**src/rtl/fanin_link_arbiter_pkg.sv**
```systemverilog
// Shared types and helpers for the fan-in link arbiter slice.
// Forward tokens are flattened as {v, data}; back-prop tokens as {n, r}.
package fanin_link_arbiter_pkg;

  localparam int unsigned BTK_W = 2;

  typedef enum logic [1:0] {
    aRB_IDLE,
    aRB_GRANT,
    aRB_RELEASE
  } fsm_fanin_arb;

  typedef struct packed {
    logic n;
    logic r;
  } BTk_t;

  function automatic int unsigned ftk_w(input int unsigned width_data);
    return width_data + 1;
  endfunction

  function automatic int unsigned sel_w(input int unsigned num);
    return (num > 1) ? $clog2(num) : 1;
  endfunction

endpackage

```
**src/rtl/fanin_link_arbiter_rr_pick.sv**
```systemverilog
// Combinational round-robin select: first asserted request at or after
// the pointer, wrapping. Shared with fan-out arbitration.
module fanin_link_arbiter_rr_pick #(
  parameter int unsigned N  = 4,
  parameter int unsigned PW = 2
) (
  input  logic [N-1:0]  i_req,
  input  logic [PW-1:0] i_ptr,
  output logic          o_valid,
  output logic [PW-1:0] o_idx
);

  always_comb begin
    int unsigned c;
    o_valid = 1'b0;
    o_idx   = '0;
    c       = 0;
    for (int unsigned k = 0; k < N; k++) begin
      c = 32'(i_ptr) + k;
      if (c >= N) c = c - N;
      if (!o_valid && i_req[c[PW-1:0]]) begin
        o_valid = 1'b1;
        o_idx   = c[PW-1:0];
      end
    end
  end

endmodule

```
**src/rtl/fanin_link_arbiter.sv**
```systemverilog
// Fan-in link arbiter: round-robin path grant, forward-token mux,
// back-prop steering, and the shared Next-ID register with dirty bit.
module fanin_link_arbiter
  import fanin_link_arbiter_pkg::*;
#(
  parameter int unsigned NUM_IN     = 4,
  parameter int unsigned WIDTH_DATA = 32
) (
  input  logic                           clock,
  input  logic                           reset,
  input  logic [NUM_IN*(WIDTH_DATA+1)-1:0] I_FTk,
  output logic [NUM_IN*BTK_W-1:0]        O_BTk,
  output logic [WIDTH_DATA:0]            O_FTk,
  input  logic [BTK_W-1:0]               I_BTk,
  input  logic [NUM_IN-1:0]              I_Req,
  input  logic [NUM_IN-1:0]              I_Trm,
  output logic [NUM_IN-1:0]              O_Grt,
  output logic                           O_Rls,
  input  logic [NUM_IN-1:0]              I_WeId,
  input  logic [NUM_IN*WIDTH_DATA-1:0]   I_NextID_t,
  input  logic [NUM_IN*WIDTH_DATA-1:0]   I_NextID_f,
  input  logic [NUM_IN-1:0]              I_Cond,
  input  logic                           I_Clr,
  output logic [WIDTH_DATA-1:0]          O_Next,
  output logic                           O_DirtyBit
);

  localparam int unsigned FW = ftk_w(WIDTH_DATA);
  localparam int unsigned SW = sel_w(NUM_IN);

  fsm_fanin_arb          r_state;
  fsm_fanin_arb          w_state_nxt;
  logic [SW-1:0]         r_sel;
  logic [SW-1:0]         w_sel_nxt;
  logic [SW-1:0]         r_ptr;
  logic [SW-1:0]         w_ptr_nxt;
  logic [WIDTH_DATA-1:0] r_next;
  logic                  r_dirty;

  logic                  w_pick_valid;
  logic [SW-1:0]         w_pick_idx;
  logic                  w_granted;
  logic                  w_exit;
  logic                  w_capture;
  logic [WIDTH_DATA-1:0] w_next_val;
  BTk_t                  w_btk;

  assign w_btk     = BTk_t'(I_BTk);
  assign w_granted = (r_state == aRB_GRANT);
  // Termination is held off while downstream nacks; a dropped request aborts.
  assign w_exit    = (I_Trm[r_sel] & ~w_btk.n) | ~I_Req[r_sel];
  assign w_capture = w_granted & I_WeId[r_sel];
  assign w_next_val = I_Cond[r_sel] ? I_NextID_t[r_sel*WIDTH_DATA +: WIDTH_DATA]
                                    : I_NextID_f[r_sel*WIDTH_DATA +: WIDTH_DATA];

  fanin_link_arbiter_rr_pick #(
    .N  (NUM_IN),
    .PW (SW)
  ) u_rr_pick (
    .i_req   (I_Req),
    .i_ptr   (r_ptr),
    .o_valid (w_pick_valid),
    .o_idx   (w_pick_idx)
  );

  always_ff @(posedge clock) begin
    if (reset) begin
      r_state <= aRB_IDLE;
      r_sel   <= '0;
      r_ptr   <= '0;
    end else begin
      r_state <= w_state_nxt;
      r_sel   <= w_sel_nxt;
      r_ptr   <= w_ptr_nxt;
    end
  end

  always_comb begin
    w_state_nxt = r_state;
    w_sel_nxt   = r_sel;
    w_ptr_nxt   = r_ptr;
    case (r_state)
      aRB_IDLE: begin
        if (w_pick_valid) begin
          w_sel_nxt   = w_pick_idx;
          w_state_nxt = aRB_GRANT;
        end
      end
      aRB_GRANT: begin
        if (w_exit) begin
          w_state_nxt = aRB_RELEASE;
          w_ptr_nxt   = (r_sel == SW'(NUM_IN - 1)) ? '0 : r_sel + SW'(1);
        end
      end
      aRB_RELEASE: w_state_nxt = aRB_IDLE;
      default:     w_state_nxt = aRB_IDLE;
    endcase
  end

  assign O_Rls = (r_state == aRB_RELEASE);

  always_comb begin
    O_Grt = '0;
    O_FTk = '0;
    O_BTk = '0;
    if (w_granted) begin
      O_Grt[r_sel] = 1'b1;
      O_FTk        = I_FTk[r_sel*FW +: FW];
    end
    for (int unsigned i = 0; i < NUM_IN; i++) begin
      if (w_granted && (SW'(i) == r_sel)) begin
        O_BTk[i*BTK_W +: BTK_W] = w_btk;
      end else if (I_Req[i]) begin
        O_BTk[i*BTK_W +: BTK_W] = BTk_t'{n: 1'b1, r: 1'b0};
      end
    end
  end

  // A capture in the same cycle as I_Clr leaves the dirty bit set.
  always_ff @(posedge clock) begin
    if (reset) begin
      r_next  <= '0;
      r_dirty <= 1'b0;
    end else if (w_capture) begin
      r_next  <= w_next_val;
      r_dirty <= 1'b1;
    end else if (I_Clr) begin
      r_dirty <= 1'b0;
    end
  end

  assign O_Next     = r_next;
  assign O_DirtyBit = r_dirty;

endmodule

```
**config.mk**
```make
export PLATFORM = sky130hd
export DESIGN_NAME = fanin_link_arbiter
export DESIGN_NICKNAME = d
export VERILOG_FILES = /design/src/rtl/fanin_link_arbiter_pkg.sv /design/src/rtl/fanin_link_arbiter_rr_pick.sv /design/src/rtl/fanin_link_arbiter.sv
export SDC_FILE = /design/constraint.sdc
export NUM_CORES = 1
export LEC_CHECK = 0
export BUFFER_PORTS_ARGS = -buffer_cell sky130_fd_sc_hd__buf_2
export CORE_AREA = 4 4 188 190
export CTS_CLUSTER_DIAMETER = 30
export DETAILED_ROUTE_END_ITERATION = 10
export DIE_AREA = 0 0 192 194
export PLACE_DENSITY_LB_ADDON = 0.15
export RECOVER_POWER = 100
export SETUP_SLACK_MARGIN = 0.05
export SLEW_MARGIN = 20
export SYNTH_ARGS = -nofsm -noshare
export SYNTH_HDL_FRONTEND = slang
export SYNTH_SLANG_ARGS = --single-unit
```
**constraint.sdc**
```tcl
create_clock -name clock -period 3.7 [get_ports clock]
set_input_delay 0.185 -clock clock [delete_from_list [all_inputs] [get_ports clock]]
set_output_delay 0.185 -clock clock [all_outputs]
set_load 0.005 [all_outputs]
```
==> flow_summary_export.csv <==
group,metric,value,unit
power_and_ir_drop,vdd.ir_drop.worst,0.000148,V
logic_synthesis,synthesis.area_per_instance,8.88,um2
clock_network,cts_root_buf,"clkbuf_16",
timing,timing.final.setup_violations,0,
finish,final_net_count,1469,
grt,grt_start_max_net_pins,100,
floorplanning,rows,67,
worst_setup_path,max_stage_delay,0.79,ns
clock_network,path_clk_slew,0.06,ns
clock_network,cts_made_buffers,5,
clock_network,number_of_hold_buffers_added_after_cts,0,
clock_network,post_cts_buffers,0,
worst_setup_path,critical_path.startpoint_type,"flip-flop",
floorplanning,initial_utilization,16.2,%
min_path,hold_path.startpoint,"I_Clr",
logic_synthesis,ys_async_sr_fraction,0,%
worst_setup_path,cpMaxStageDelayCell,"clkbuf_2",
logic_synthesis,synth_ff_type,"dfxtp_1",
worst_setup_path,timing.rr.start,"r_sel[0]",
worst_setup_path,maximum_fanout_count_along_the_critical_path,24,
worst_setup_path,critical_path.startpoint,"r_sel[0]",
logic_synthesis,yosys_register_bits,39,
timing,tightestPinTransition,1.00,ns
finish,nFillCells,3778,
drt,route.vias.total,6546,
grt,number_of_global_route_vias_before_repair,7156,
power_and_ir_drop,static-leakage-power,0.00376,uW
drt,drt_iter0_drc,204,
job,maxCapViolCount,0,
worst_setup_path,crit_path_end_kind,"primary output",
logic_synthesis,synth_area,5420,um2
logic_synthesis,synth.net_count,1024,
worst_setup_path,timing.critical_path.required,3.51,ns
drt,drtAntennaViolNets,0,
floorplanning,coreArea,33400,um2
worst_setup_path,critical_path.n_buffers_inverters,2,
logic_synthesis,yosysUniqueCellTypes,37,
drt,drt_pre_antenna_iters,4,
worst_setup_path,signal_arrival_time_at_the_worst_endpoint,2.81,ns
finish,post-route-util,25.0,%
grt,grt_first_pass_wirelength,44.1,mm
timing,post-route-min-period,2.99,ns
placement,place.detailed.hpwl,25.7,mm
placement,place_area,8270,um2
drt,final_routed_wirelength_across_all_metal_layers,31.4,mm
placement,place.gp.congestion,0.747,
finish,design_area,8360,um2
clock_network,cts_max_level,2,
min_path,holdPathStages,4,
logic_synthesis,synthesis.instances,611,
timing,portion_of_the_clock_cycle_consumed_by_the_worst_path_in_the_final_layout,80.9,%
worst_setup_path,r2r_cell_count,4,
clock_network,worstSkewPairLatency,0.30,ns
min_path,worst_hold_path_type,"input pin to flip-flop",
logic_synthesis,post-synth-top-count-cell,"nand2b_1",
worst_setup_path,path_cells,"clkbuf_2 > mux4_2 > and2_0 > buf_2",
timing,rsz0062_at_grt,"false",
clock_network,cts_tree,"done",
logic_synthesis,warnings_from_yosys,0,
timing,maxSlewHeadroom,33.2,%
floorplanning,design.die.area,37200,um2
clock_network,clockBufferDepth,2,
grt,grt_antenna_before_repair,5,
run_status,outcome,"finished, final reports clean",
clock_network,post_cts.resized_instances,0,
timing,timing.final.max_slew_violations,0,
placement,placed_cells_incl_taps,1497,
timing,setup_tns,0,ns
logic_synthesis,sequential_element_share_of_the_synthesized_area,14.4,%
timing,clock_skew,0.00929,ns
worst_setup_path,timing.reg2reg.setup_slack,0.77,ns
grt,globalRouteOverflowTotal,0,
worst_setup_path,worst_path_dominant_cell_family,"buffers and inverters",
finish,finish.cell_count_without_fillers,1507,
drt,route.detailed.wl_per_inst,20.8,um
placement,port_buffers,487,
worst_setup_path,path_depth,4,
logic_synthesis,synthTopCellsByCount,"nand2b_1, mux2i_1, o21ai_0",
clock_network,clock_sink_count,39,
power_and_ir_drop,p_per_area,267,nW/um2
floorplanning,floorplan.die.height,194,um
timing,fin_hold_viols,0,
floorplanning,floorplan.io_pins,488,
logic_synthesis,synth_edf_count,0,
grt,gr-usage-all-layers,15.7,%
logic_synthesis,share_of_the_synthesized_area_in_the_top_cell_type,14.4,%
finish,drive_above_1_share,53.3,%
logic_synthesis,synth.area.top_cells,"dfxtp_1, mux4_2, nand2b_1",
drt,vias_per_cell,4.34,
drt,drc,0,
finish,syn2layout_area_growth,54.1,%
timing,maxClockFrequency,334,MHz
floorplanning,die_width,192,um
logic_synthesis,cell_type_with_the_largest_total_area_after_synthesis,"dfxtp_1",
worst_setup_path,timing_worst_setup_path_type,"flip-flop to primary output",
==> path summary, 6_finish.rpt <==
path	to
setup / recovery	O_FTk[22]
hold / removal	O_DirtyBit
setup reg to reg	O_Next[10]
hold reg to reg	O_Next[21]
==> layout by cell type (no fill, tap or decap), drive strengths merged, types with 12 or more instances in the layout <==
master / netlist / layout
and2: 38 / 38
mux4: 34 / 34
dfxtp: 39 / 39
nand2b: 118 / 118
a22o: 28 / 28
nor2b: 12 / 12
mux2: 63 / 63
clkbuf: 29 / 55
o22ai: 30 / 30
buf: 32 / 452
mux2i: 66 / 66
o21ai: 64 / 64
==> kinds of logic (layout without fill, tap and decap cells) <==
family                   count (synthesis)  count (layout)  synth area share [%]
AND/OR/NAND/NOR                        188             188                  21.3
multiplexers                           163             163                  39.6
AO/OA/AOI/OAI                          150             150                  18.0
buffers and inverters                   67             513                  5.77
flip-flops                              39              39                  14.4
adder cells (fa/ha/maj)                  4               4                 0.923
other                                    0               2                     0
==> worst reg2reg max path, delay by kind of cell (launching register included) <==
kind	cells	cell delay, ns
simple gates	2	1.29
mux	1	0.59
compound gates	1	0.29
flops	1	0.72
==> where the power goes <==
part	internal (uW)	switching (uW)
logic	601	614
registers	474	55.4
clock network	288	203
==> layer usage <==
layer / vias to the layer above / GRT usage [%] / share of wire [%]
li1: 3155 / - / -
met1: 3057 / 17.0 / 37
met2: 303 / 30.5 / 53
met3: 25 / 3.76 / 8.4
met4: 6 / 3.46 / 1.8
met5: - / 0 / 0.11
==> metrics by stage <==
stage / total power (uW) / setup WS, ns / hold slack [ns]
floorplan: 1230 / 1.76 / 0.367
global placement: 1810 / 1.19 / 0.459
detailed placement: 1800 / 1.15 / 0.459
CTS: 2320 / 0.938 / 0.185
finish: 2240 / 0.706 / 0.190
global route: 2410 / 0.466 / 0.234
==> final cells by class <==
class                      instances  area (um2)  share of cell area (%)
tap                              448         561                    6.71
sequential                        39         785                    9.39
multi-input combinational        505        4320                    51.7
antenna                            2        5.00                  0.0599
timing repair buffer             499        2510                    30.0
clock buffer                       8         156                    1.87
inverter                           6        22.5                   0.269
==> sequential cells by signal, summed over array words and instances, names as in the netlist <==
name / count
O_DirtyBit: 1
O_Next: 32
r_ptr: 2
r_sel: 2
r_state: 2
Note: power is estimated with default switching activity, not from simulation.
